## src/rtl/booth_mul_seq_if.sv

```systemverilog
// ---------------------------------------------------------------------------
// booth_mul_seq_if
// Operand/result handshake bundle between the Booth command sequencer and its
// neighbours.
//   op_valid / op_ready : operand pair offered by upstream, taken by sequencer
//   op_a                : multiplicand (unsigned)
//   op_b                : multiplier (two's-complement)
//   res_valid/res_ready : product offered by sequencer, taken by downstream
//   res_data            : product, truncated to PW bits
// The master modport is the traffic source/sink side (upstream + downstream),
// the slave modport is the sequencer itself.
// ---------------------------------------------------------------------------
interface booth_mul_seq_if #(
    parameter int DW = 10,
    parameter int PW = 24
);
    logic          op_valid;
    logic          op_ready;
    logic [DW-1:0] op_a;
    logic [DW-1:0] op_b;
    logic          res_valid;
    logic          res_ready;
    logic [PW-1:0] res_data;

    modport master (
        output op_valid,
        output op_a,
        output op_b,
        output res_ready,
        input  op_ready,
        input  res_valid,
        input  res_data
    );

    modport slave (
        input  op_valid,
        input  op_a,
        input  op_b,
        input  res_ready,
        output op_ready,
        output res_valid,
        output res_data
    );
endinterface

```

## src/rtl/booth_mul_seq.sv

```systemverilog
// ---------------------------------------------------------------------------
// booth_mul_seq
// Command sequencer that feeds the 10x10 radix-4 Booth multiplier block.
// An operand pair is taken over a valid/ready handshake, written into the
// multiplier's two operand slots, the Booth operation is issued, and after a
// configurable settle time the registered product is captured and offered
// downstream over a second valid/ready handshake.
//
// Ports:
//   clock     : single clock, rising edge
//   reset     : synchronous, active-high
//   bus       : operand/result handshake bundle (slave side)
//   mul_wm    : multiplier mode, 00 write / 10 Booth / 01 idle-read
//   mul_addr  : multiplier operand slot, 0 = a, 1 = b
//   mul_in    : multiplier operand data
//   mul_prod  : registered product from the multiplier
//   busy      : high whenever the sequencer is not idle
//   op_count  : number of completed result handshakes, wraps at 2^16
//
// Parameters:
//   DW            : operand width, must match the multiplier data input
//   PW            : product width, must match the multiplier product output
//   SETTLE_CYCLES : cycles spent waiting after the Booth issue, 1..15
// ---------------------------------------------------------------------------
module booth_mul_seq #(
    parameter int DW            = 10,
    parameter int PW            = 24,
    parameter int SETTLE_CYCLES = 1
) (
    input  logic           clock,
    input  logic           reset,
    booth_mul_seq_if.slave bus,
    output logic [1:0]     mul_wm,
    output logic [1:0]     mul_addr,
    output logic [DW-1:0]  mul_in,
    input  logic [PW-1:0]  mul_prod,
    output logic           busy,
    output logic [15:0]    op_count
);

    // Multiplier mode encodings.
    localparam logic [1:0] WM_WRITE = 2'b00;
    localparam logic [1:0] WM_BOOTH = 2'b10;
    localparam logic [1:0] WM_IDLE  = 2'b01;

    // Operand slot addresses inside the multiplier.
    localparam logic [1:0] SLOT_A = 2'd0;
    localparam logic [1:0] SLOT_B = 2'd1;

    // The counter is loaded with one less than the settle length so that it
    // reaches zero on the last SETTLE cycle.
    localparam logic [3:0] SETTLE_LOAD = 4'(SETTLE_CYCLES - 1);

    typedef enum logic [2:0] {
        IDLE,
        LOAD_A,
        LOAD_B,
        BOOTH,
        SETTLE,
        CAPTURE,
        DONE
    } state_t;

    state_t          r_state;
    state_t          w_stateNext;
    logic [DW-1:0]   r_opA;
    logic [DW-1:0]   r_opB;
    logic [3:0]      r_settleCnt;
    logic            r_resValid;
    logic [PW-1:0]   r_resData;
    logic [15:0]     r_opCount;
    logic            w_opReady;
    logic            w_accept;
    logic            w_resFire;

    // Handshake qualifiers. The result handshake is only honoured in DONE,
    // which is also the only state where the result register is valid.
    assign w_accept  = bus.op_valid && w_opReady;
    assign w_resFire = (r_state == DONE) && r_resValid && bus.res_ready;

    // Next-state logic and the multiplier command decode. The multiplier
    // samples mode/address/data on the edge that ends each state, so these
    // outputs are pure decodes of the current state. Undriven address and
    // data are held at zero so the bus is quiet outside the load states.
    always_comb begin
        w_stateNext = r_state;
        w_opReady   = 1'b0;
        mul_wm      = WM_IDLE;
        mul_addr    = SLOT_A;
        mul_in      = '0;

        case (r_state)
            IDLE: begin
                w_opReady = 1'b1;
                if (bus.op_valid) begin
                    w_stateNext = LOAD_A;
                end
            end
            LOAD_A: begin
                mul_wm      = WM_WRITE;
                mul_addr    = SLOT_A;
                mul_in      = r_opA;
                w_stateNext = LOAD_B;
            end
            LOAD_B: begin
                mul_wm      = WM_WRITE;
                mul_addr    = SLOT_B;
                mul_in      = r_opB;
                w_stateNext = BOOTH;
            end
            BOOTH: begin
                mul_wm      = WM_BOOTH;
                w_stateNext = SETTLE;
            end
            SETTLE: begin
                if (r_settleCnt == 4'd0) begin
                    w_stateNext = CAPTURE;
                end
            end
            CAPTURE: begin
                w_stateNext = DONE;
            end
            DONE: begin
                if (w_resFire) begin
                    w_stateNext = IDLE;
                end
            end
            default: begin
                w_stateNext = IDLE;
            end
        endcase
    end

    // State register. Reset aborts any operation in flight; the multiplier's
    // own operand storage is left alone because every new operation rewrites
    // both slots before issuing the Booth command.
    always_ff @(posedge clock) begin
        if (reset) begin
            r_state <= IDLE;
        end else begin
            r_state <= w_stateNext;
        end
    end

    // Operand latches. Operands are only captured on an accepted handshake,
    // so op_valid outside IDLE leaves the current pair untouched.
    always_ff @(posedge clock) begin
        if (reset) begin
            r_opA <= '0;
            r_opB <= '0;
        end else if (w_accept) begin
            r_opA <= bus.op_a;
            r_opB <= bus.op_b;
        end
    end

    // Settle counter. Loaded while the Booth command is on the bus and
    // counted down through SETTLE; it holds at zero once there so that a
    // settle length of one leaves SETTLE after a single cycle.
    always_ff @(posedge clock) begin
        if (reset) begin
            r_settleCnt <= 4'd0;
        end else if (r_state == BOOTH) begin
            r_settleCnt <= SETTLE_LOAD;
        end else if ((r_state == SETTLE) && (r_settleCnt != 4'd0)) begin
            r_settleCnt <= r_settleCnt - 4'd1;
        end
    end

    // Result register. The product is only copied in CAPTURE, after the
    // multiplier has had its settle time, so a partial product never reaches
    // res_data. While res_valid is high nothing else writes res_data.
    always_ff @(posedge clock) begin
        if (reset) begin
            r_resValid <= 1'b0;
            r_resData  <= '0;
        end else if (r_state == CAPTURE) begin
            r_resValid <= 1'b1;
            r_resData  <= mul_prod;
        end else if (w_resFire) begin
            r_resValid <= 1'b0;
        end
    end

    // Completed-operation counter. Reset has priority, so a handshake on the
    // reset edge is not counted.
    always_ff @(posedge clock) begin
        if (reset) begin
            r_opCount <= 16'd0;
        end else if (w_resFire) begin
            r_opCount <= r_opCount + 16'd1;
        end
    end

    // Output wiring.
    assign bus.op_ready  = w_opReady;
    assign bus.res_valid = r_resValid;
    assign bus.res_data  = r_resData;
    assign busy          = (r_state != IDLE);
    assign op_count      = r_opCount;

endmodule

```

## src/flat_wrapper.sv

```systemverilog
// flat-port wrapper written by rule: the top's interface ports become plain ports
module booth_mul_seq_flat 
#(
    parameter int DW            = 10,
    parameter int PW            = 24,
    parameter int SETTLE_CYCLES = 1
)
  (clock, reset, mul_wm, mul_addr, mul_in, mul_prod, busy, op_count, bus_op_valid, bus_op_a, bus_op_b, bus_res_ready, bus_op_ready, bus_res_valid, bus_res_data);
  booth_mul_seq_if #(.DW(DW), .PW(PW)) bus_i ();
  input  logic clock;
  input  logic reset;
  output logic [1:0] mul_wm;
  output logic [1:0] mul_addr;
  output logic [DW-1:0] mul_in;
  input  logic [PW-1:0] mul_prod;
  output logic busy;
  output logic [15:0] op_count;
  input wire logic [$bits(bus_i.op_valid)-1:0] bus_op_valid;
  input wire logic [$bits(bus_i.op_a)-1:0] bus_op_a;
  input wire logic [$bits(bus_i.op_b)-1:0] bus_op_b;
  input wire logic [$bits(bus_i.res_ready)-1:0] bus_res_ready;
  output wire logic [$bits(bus_i.op_ready)-1:0] bus_op_ready;
  output wire logic [$bits(bus_i.res_valid)-1:0] bus_res_valid;
  output wire logic [$bits(bus_i.res_data)-1:0] bus_res_data;
  assign bus_i.op_valid = bus_op_valid;
  assign bus_i.op_a = bus_op_a;
  assign bus_i.op_b = bus_op_b;
  assign bus_i.res_ready = bus_res_ready;
  assign bus_op_ready = bus_i.op_ready;
  assign bus_res_valid = bus_i.res_valid;
  assign bus_res_data = bus_i.res_data;
  booth_mul_seq #(.DW(DW), .PW(PW), .SETTLE_CYCLES(SETTLE_CYCLES)) u_core (.clock(clock), .reset(reset), .bus(bus_i), .mul_wm(mul_wm), .mul_addr(mul_addr), .mul_in(mul_in), .mul_prod(mul_prod), .busy(busy), .op_count(op_count));
endmodule
```

## config.mk

```make
export PLATFORM = sky130hd
export DESIGN_NAME = booth_mul_seq_flat
export DESIGN_NICKNAME = d
export VERILOG_FILES = /design/src/rtl/booth_mul_seq_if.sv /design/src/rtl/booth_mul_seq.sv /design/src/flat_wrapper.sv
export SDC_FILE = /design/constraint.sdc
export NUM_CORES = 1
export LEC_CHECK = 0
export CAP_MARGIN = 25
export CORE_ASPECT_RATIO = 0.5
export CORE_UTILIZATION = 46
export CTS_BUF_LIST = sky130_fd_sc_hd__clkbuf_4 sky130_fd_sc_hd__clkbuf_8
export CTS_CLUSTER_SIZE = 20
export DETAILED_ROUTE_END_ITERATION = 10
export GPL_TIMING_DRIVEN = 0
export PLACE_DENSITY = 0.9
export REMOVE_ABC_BUFFERS = 1
export SKIP_LAST_GASP = 1
export SLEW_MARGIN = 15
export SYNTH_ARGS = -nofsm -noshare
export SYNTH_HDL_FRONTEND = slang
export SYNTH_SLANG_ARGS = --single-unit
```

## constraint.sdc

```tcl
create_clock -name clock -period 2.6 [get_ports clock]
set_clock_uncertainty 0.2 [all_clocks]
set_input_delay 0.39 -clock clock [delete_from_list [all_inputs] [get_ports clock]]
set_output_delay 0.39 -clock clock [all_outputs]
set_load 0.01 [all_outputs]
```

-- Word-level counts from Yosys, hierarchy flattened
Cells that the tools add are included.
- output and inout bits: 57
- bits in registers: 68
- add/subtract/negate cells: 2
- equal/unequal tests: 9
- reductions and logical operators: 12
- mux-type cells: 10
- operator list (cell ; number):
    $pmux 3 s7 ; 1
    $pmux 10 s2 ; 1
    $add 16x1->16 const B ; 1
    $eq 3x3->1 const B ; 3
    $mux 3 ; 3
    $eq 3x2->1 const B ; 2
    $logic_and 1x1->1 ; 4
    $logic_not 4->1 ; 1
    $mux 1 ; 4
    $ne 2x1->1 const B ; 2
    $pmux 2 s2 ; 1
    $reduce_bool 4->1 ; 1
    $reduce_or 2->1 ; 2
    $sub 4x1->4 const B ; 1
    $eq 3x1->1 const B ; 1
    $logic_not 3->1 ; 1
    $reduce_and 3->1 ; 1
    $reduce_bool 3->1 ; 1
    $ne 2x2->1 const B ; 1
    $reduce_bool 2->1 ; 1

-- Depth between registers and ports, before layout
- depth in word-level cells: 5
- depth in mapped cells: 7

-- Worst setup path before layout
OpenSTA, ideal clock, no wires.
- path type: flip-flop to flip-flop
- from: register u_core.r_opCount[3], in the netlist u_core.op_count[3]
- to: register u_core.r_opCount[15], in the netlist u_core.op_count[15]
- slack: 0.504 ns
- required time: 2.330 ns
- path buffers: 0
- stages on the path, launching flop included: 5
- clock period less this slack: 2.096 ns
- arrival: 1.826 ns
- path through: dfxtp_1 -> nand4_4 -> or4_4 -> or4_1 -> a21oi_1
- longest elaborated chain between the ends: 1
- RTL lines (item ; RTL line ; RTL):
    start: declaration ; booth_mul_seq.sv:71 ; logic [15:0] r_opCount;
    start signal: assignment ; booth_mul_seq.sv:191 ; r_opCount <= r_opCount + 16'd1;
    $add 16x1->16 ; booth_mul_seq.sv:191 ;
No other way between the ends.
A chain may end at the register's enable or synchronous reset.

-- Worst setup path after layout
- from: register u_core.r_state[0]
- to: output port mul_in[6]
- longest elaborated chain between the ends: 2
- elaborated cells on any way between the ends: 3
- classes of those cells: 2 x eq/ne; 1 x mux
- RTL lines (item ; RTL line ; RTL):
    start: declaration ; booth_mul_seq.sv:64 ; state_t r_state;
    start signal: assignment ; booth_mul_seq.sv:141 ; r_state <= w_stateNext;
    $eq 3x2->1 or $eq 3x1->1 (tied branches) ; booth_mul_seq.sv:92 ; case (r_state)
    $pmux 10 s2 * ; booth_mul_seq.sv:92 ;
    end: declaration ; flat_wrapper.sv:14 ; output logic [DW-1:0] mul_in;
Every way passes the cells marked *; elsewhere a longest branch is shown, timed or not.

==> metrics.md <==
| Metric | Value |
|---|---|
| Clk buf depth | `2` |
| Clk_lat worst skew | `0.34 ns` |
| Vias in the first global route | `2468` |
| Final nets | `just over 500` |
| Final cell count without fillers | `530` |
| WS Path Type | `reg -> out` |
| Outcome | `complete, no violations` |
| Worst min-delay path category | `reg -> reg` |
| Cell count of the worst hold path | `2` |
| Fmax achieved | `407.2 MHz` |
| RSZ-0062 raised after global routing | `false` |
| Synth Flop Type | `dfxtp_1` |
| Critical-path maximum fanout | `13` |
| Shortest period the worst path allows | `2.456 ns` |
| CP max stage cell | `clkdlybuf4s50_1` |
| Peak VDD IR | `278.8 uV` |
| Drt drc | `0` |
| Fin crit share | `94.45%` |
| Fillers | `440` |
| Vias per cell | `around 5.2` |
| Largest net degree at the start of global routing | `41` |
| Clk root buf | `clkbuf_8` |
| Area delta synth->final | `45.55%` |
| Top-area cell type share of the netlist area | `48.44%` |
| Worst-margin pin slew | `about 0.82 ns` |
| Via Count | `2780` |
| Synthesized area | `2810 um2` |
| Top post-synthesis cells by area | `dfxtp_1 48%, nand2_1 13%, a21oi_1 9.4%` |
| Ports | `105` |
| Reg2reg path depth | `4` |
| Core ar. | `roughly 5700 um2` |
| Critical path arrival | `~1.9 ns` |
| Initial antenna violation count | `0` |
| Post-CTS Hold Buffers | `0` |
| DR WL/cell | `13.59 um` |
| Die area | `6445 um2` |
| Die width | `112.5 um` |
| Hold Vio Cnt, Final | `0` |
| Yosys warning count | `0` |
| Final GP Congestion | `0.7760` |
| Total Routing Usage GR | `22.85%` |
| Post-synthesis register bit count | `68` |
| GRT Residual Overflow | `0` |
| Most common cell after layout, fill and taps aside | `clkdlybuf4s50_1` |
| Critical Path RT | `2.01 ns` |
| Setup violators final | `0` |
| CTS tree | `built` |
| Post-synth EDFFs | `0` |
| WP buf/inv | `2` |
| Maximum Capacitance Violations | `0` |
| Final Power | `roughly 2.1 mW` |
| Die height | `57.27 um` |
| Post-route setup slack | `0.1442 ns` |
| Post-Place Worst Slack | `-0.2894 ns` |
| Rows | `19` |
| Antenna-violating nets left | `0` |
| Share of flip-flops with an asynchronous set or reset | `0%` |
| Commonest cells after routing, fill and taps aside | `102 x clkdlybuf4s50_1, 99 x nand2_1, 65 x dfxtp_1` |
| Critical Path Sink Type | `output port` |
| Max Transition Viols Final | `0` |
| Diodes inserted | `0` |
| Stages on worst setup path | `5` |
| Starting DRT DRC Count | `170` |
| Cells after synthesis | `roughly 360` |
| Port Buffers | `slightly above 100` |
| CP cell instances | `nor2b_4 > buf_12 > a22oi_1 > nor2_1 > clkdlybuf4s50_1` |
| Initial Util | `roughly half` |
| TritonCTS buffer count | `9` |
| Dpl hpwl | `4779 um` |
| First-pass GRT wire length | `11500 um` |
| Pre-antenna DRT Iters | `4` |
| # H-tree levels | `3` |
| Worst setup SP type | `flop` |
| Crit path max-delay family | `buffers and inverters` |
| Clock Sink Count | `68` |
| Post-synthesis sequential area ratio | `48.44%` |
| Library cells used by synthesis | `~40` |
| Relative slew slack | `45.42%` |
| Pwr per Cell Area | `511.1 nW/um2` |
| Ratio of cells with drive above 1 in the final layout | `7.440%` |
| CP max stage delay | `0.56 ns` |
| Dpl cells | `512` |
| Syn avg cell area | `roughly 7.8 um2` |
| Cell accounting for the most synthesized area | `dfxtp_1` |
| Clock transition at the registers of the reported paths | `0.07 ns` |
| Routed Wire Length | `7203 um` |
| Leak pwr | `1.443 nW` |
-- where the power goes --
group          switching [mW]  leakage, nW  internal, mW
sequential             0.0304        0.553          1.07
clock                   0.369       0.0882         0.367
combinational           0.113        0.802         0.140
total                   0.513         1.44          1.58
-- metal layers --
metal | up-vias | GRT usage, % | routed length (um)
met5 | - | 0 | 0
met4 | 0 | 8.952 | 134
met3 | 16 | 7.864 | 378
met2 | 79 | 39.57 | 3551
met1 | 1292 | 26.60 | 3139
li1 | 1393 | - | -
-- timing repair --
| action | CTS | global route |
|---|---|---|
| endpoints found under the hold margin | 0 | 0 |
| resized for setup | 7 | 3 |
| setup buffers | 2 | 1 |
| setup endpoints to repair | 39 | 10 |
| cloned | 0 | 1 |
-- cell usage after synthesis (all sizes together) (2+ instances only) --
cell / instances
nor3b: 2
a21oi: 53
xnor2: 8
nor2: 30
nand3: 4
nand4: 5
clkbuf: 21
and2: 2
ha: 2
o21ai: 8
nor2b: 3
xor2: 3
inv: 5
nand2: 99
or3: 6
o311a: 2
or4: 4
dfxtp: 68
nor4: 3
nor3: 4
a22oi: 10
buf: 2
-- kinds of logic (layout without fill, tap and decap cells) --
kind of cell	after synthesis	count (layout)	synth area share, %
muxes	1	1	0.4007
and+or+nand+nor	168	169	26.94
AOI/OAI and AO/OA	79	79	15.90
other	1	1	0.1334
adders and majority gates	2	2	0.8903
xor gates and xnor gates	11	11	3.429
buffers and inverters	28	126	3.874
DFF	68	68	48.44
-- state kept, by name (all words and copies together), names as in the netlist --
name,count
u_core.r_settleCnt,4
u_core.r_state,3
u_core.r_opB,10
u_core.bus.res_valid,1
u_core.r_opA,10
u_core.op_count,16
u_core.bus.res_data,24
-- final timing paths --
path,slack [ns],to,startpoint
max reg2reg,0.27,u_core.op_count[7],u_core.r_state[2]
max,0.14,mul_in[6],u_core.r_state[0]
min,0.25,u_core.bus.res_data[14],u_core.bus.res_data[14]
min reg2reg,0.25,u_core.bus.res_data[14],u_core.bus.res_data[14]
-- worst register-to-register path: stages, from the launching register on --
cell	delay (ns)
dfxtp_2	0.62
nand3_1	0.32
or3_1	0.51
or4_2	0.55
nand2_1	0.08
-- stage by stage --
step | util, % | hold slack, ns | TNS (ns) | cell area [um2]
6_report | 71.99 | 0.2521 | 0 | 4090
5_1_grt | 71.99 | 0.2715 | 0 | 4090
4_1_cts | 71.53 | 0.2539 | -0.00003708 | 4064
3_5_place_dp | 67.89 | 0.2453 | -6.098 | 3857
3_3_place_gp | 67.63 | 0.2410 | -29.38 | 3842
2_1_floorplan | - | 0.2300 | 0 | 2720
-- cell type report --
class                   instances  area (um2)  area share [%]
clock buffers                  11       145.1           3.548
well taps                      73       91.34           2.233
clock inverters                 3       15.01          0.3671
multi-input cells             263        1369           33.47
flip-flops and latches         68        1370           33.50
inverters                       5       18.77          0.4589
repair buffers                107        1081           26.43
(Power assumes the default switching activity.)
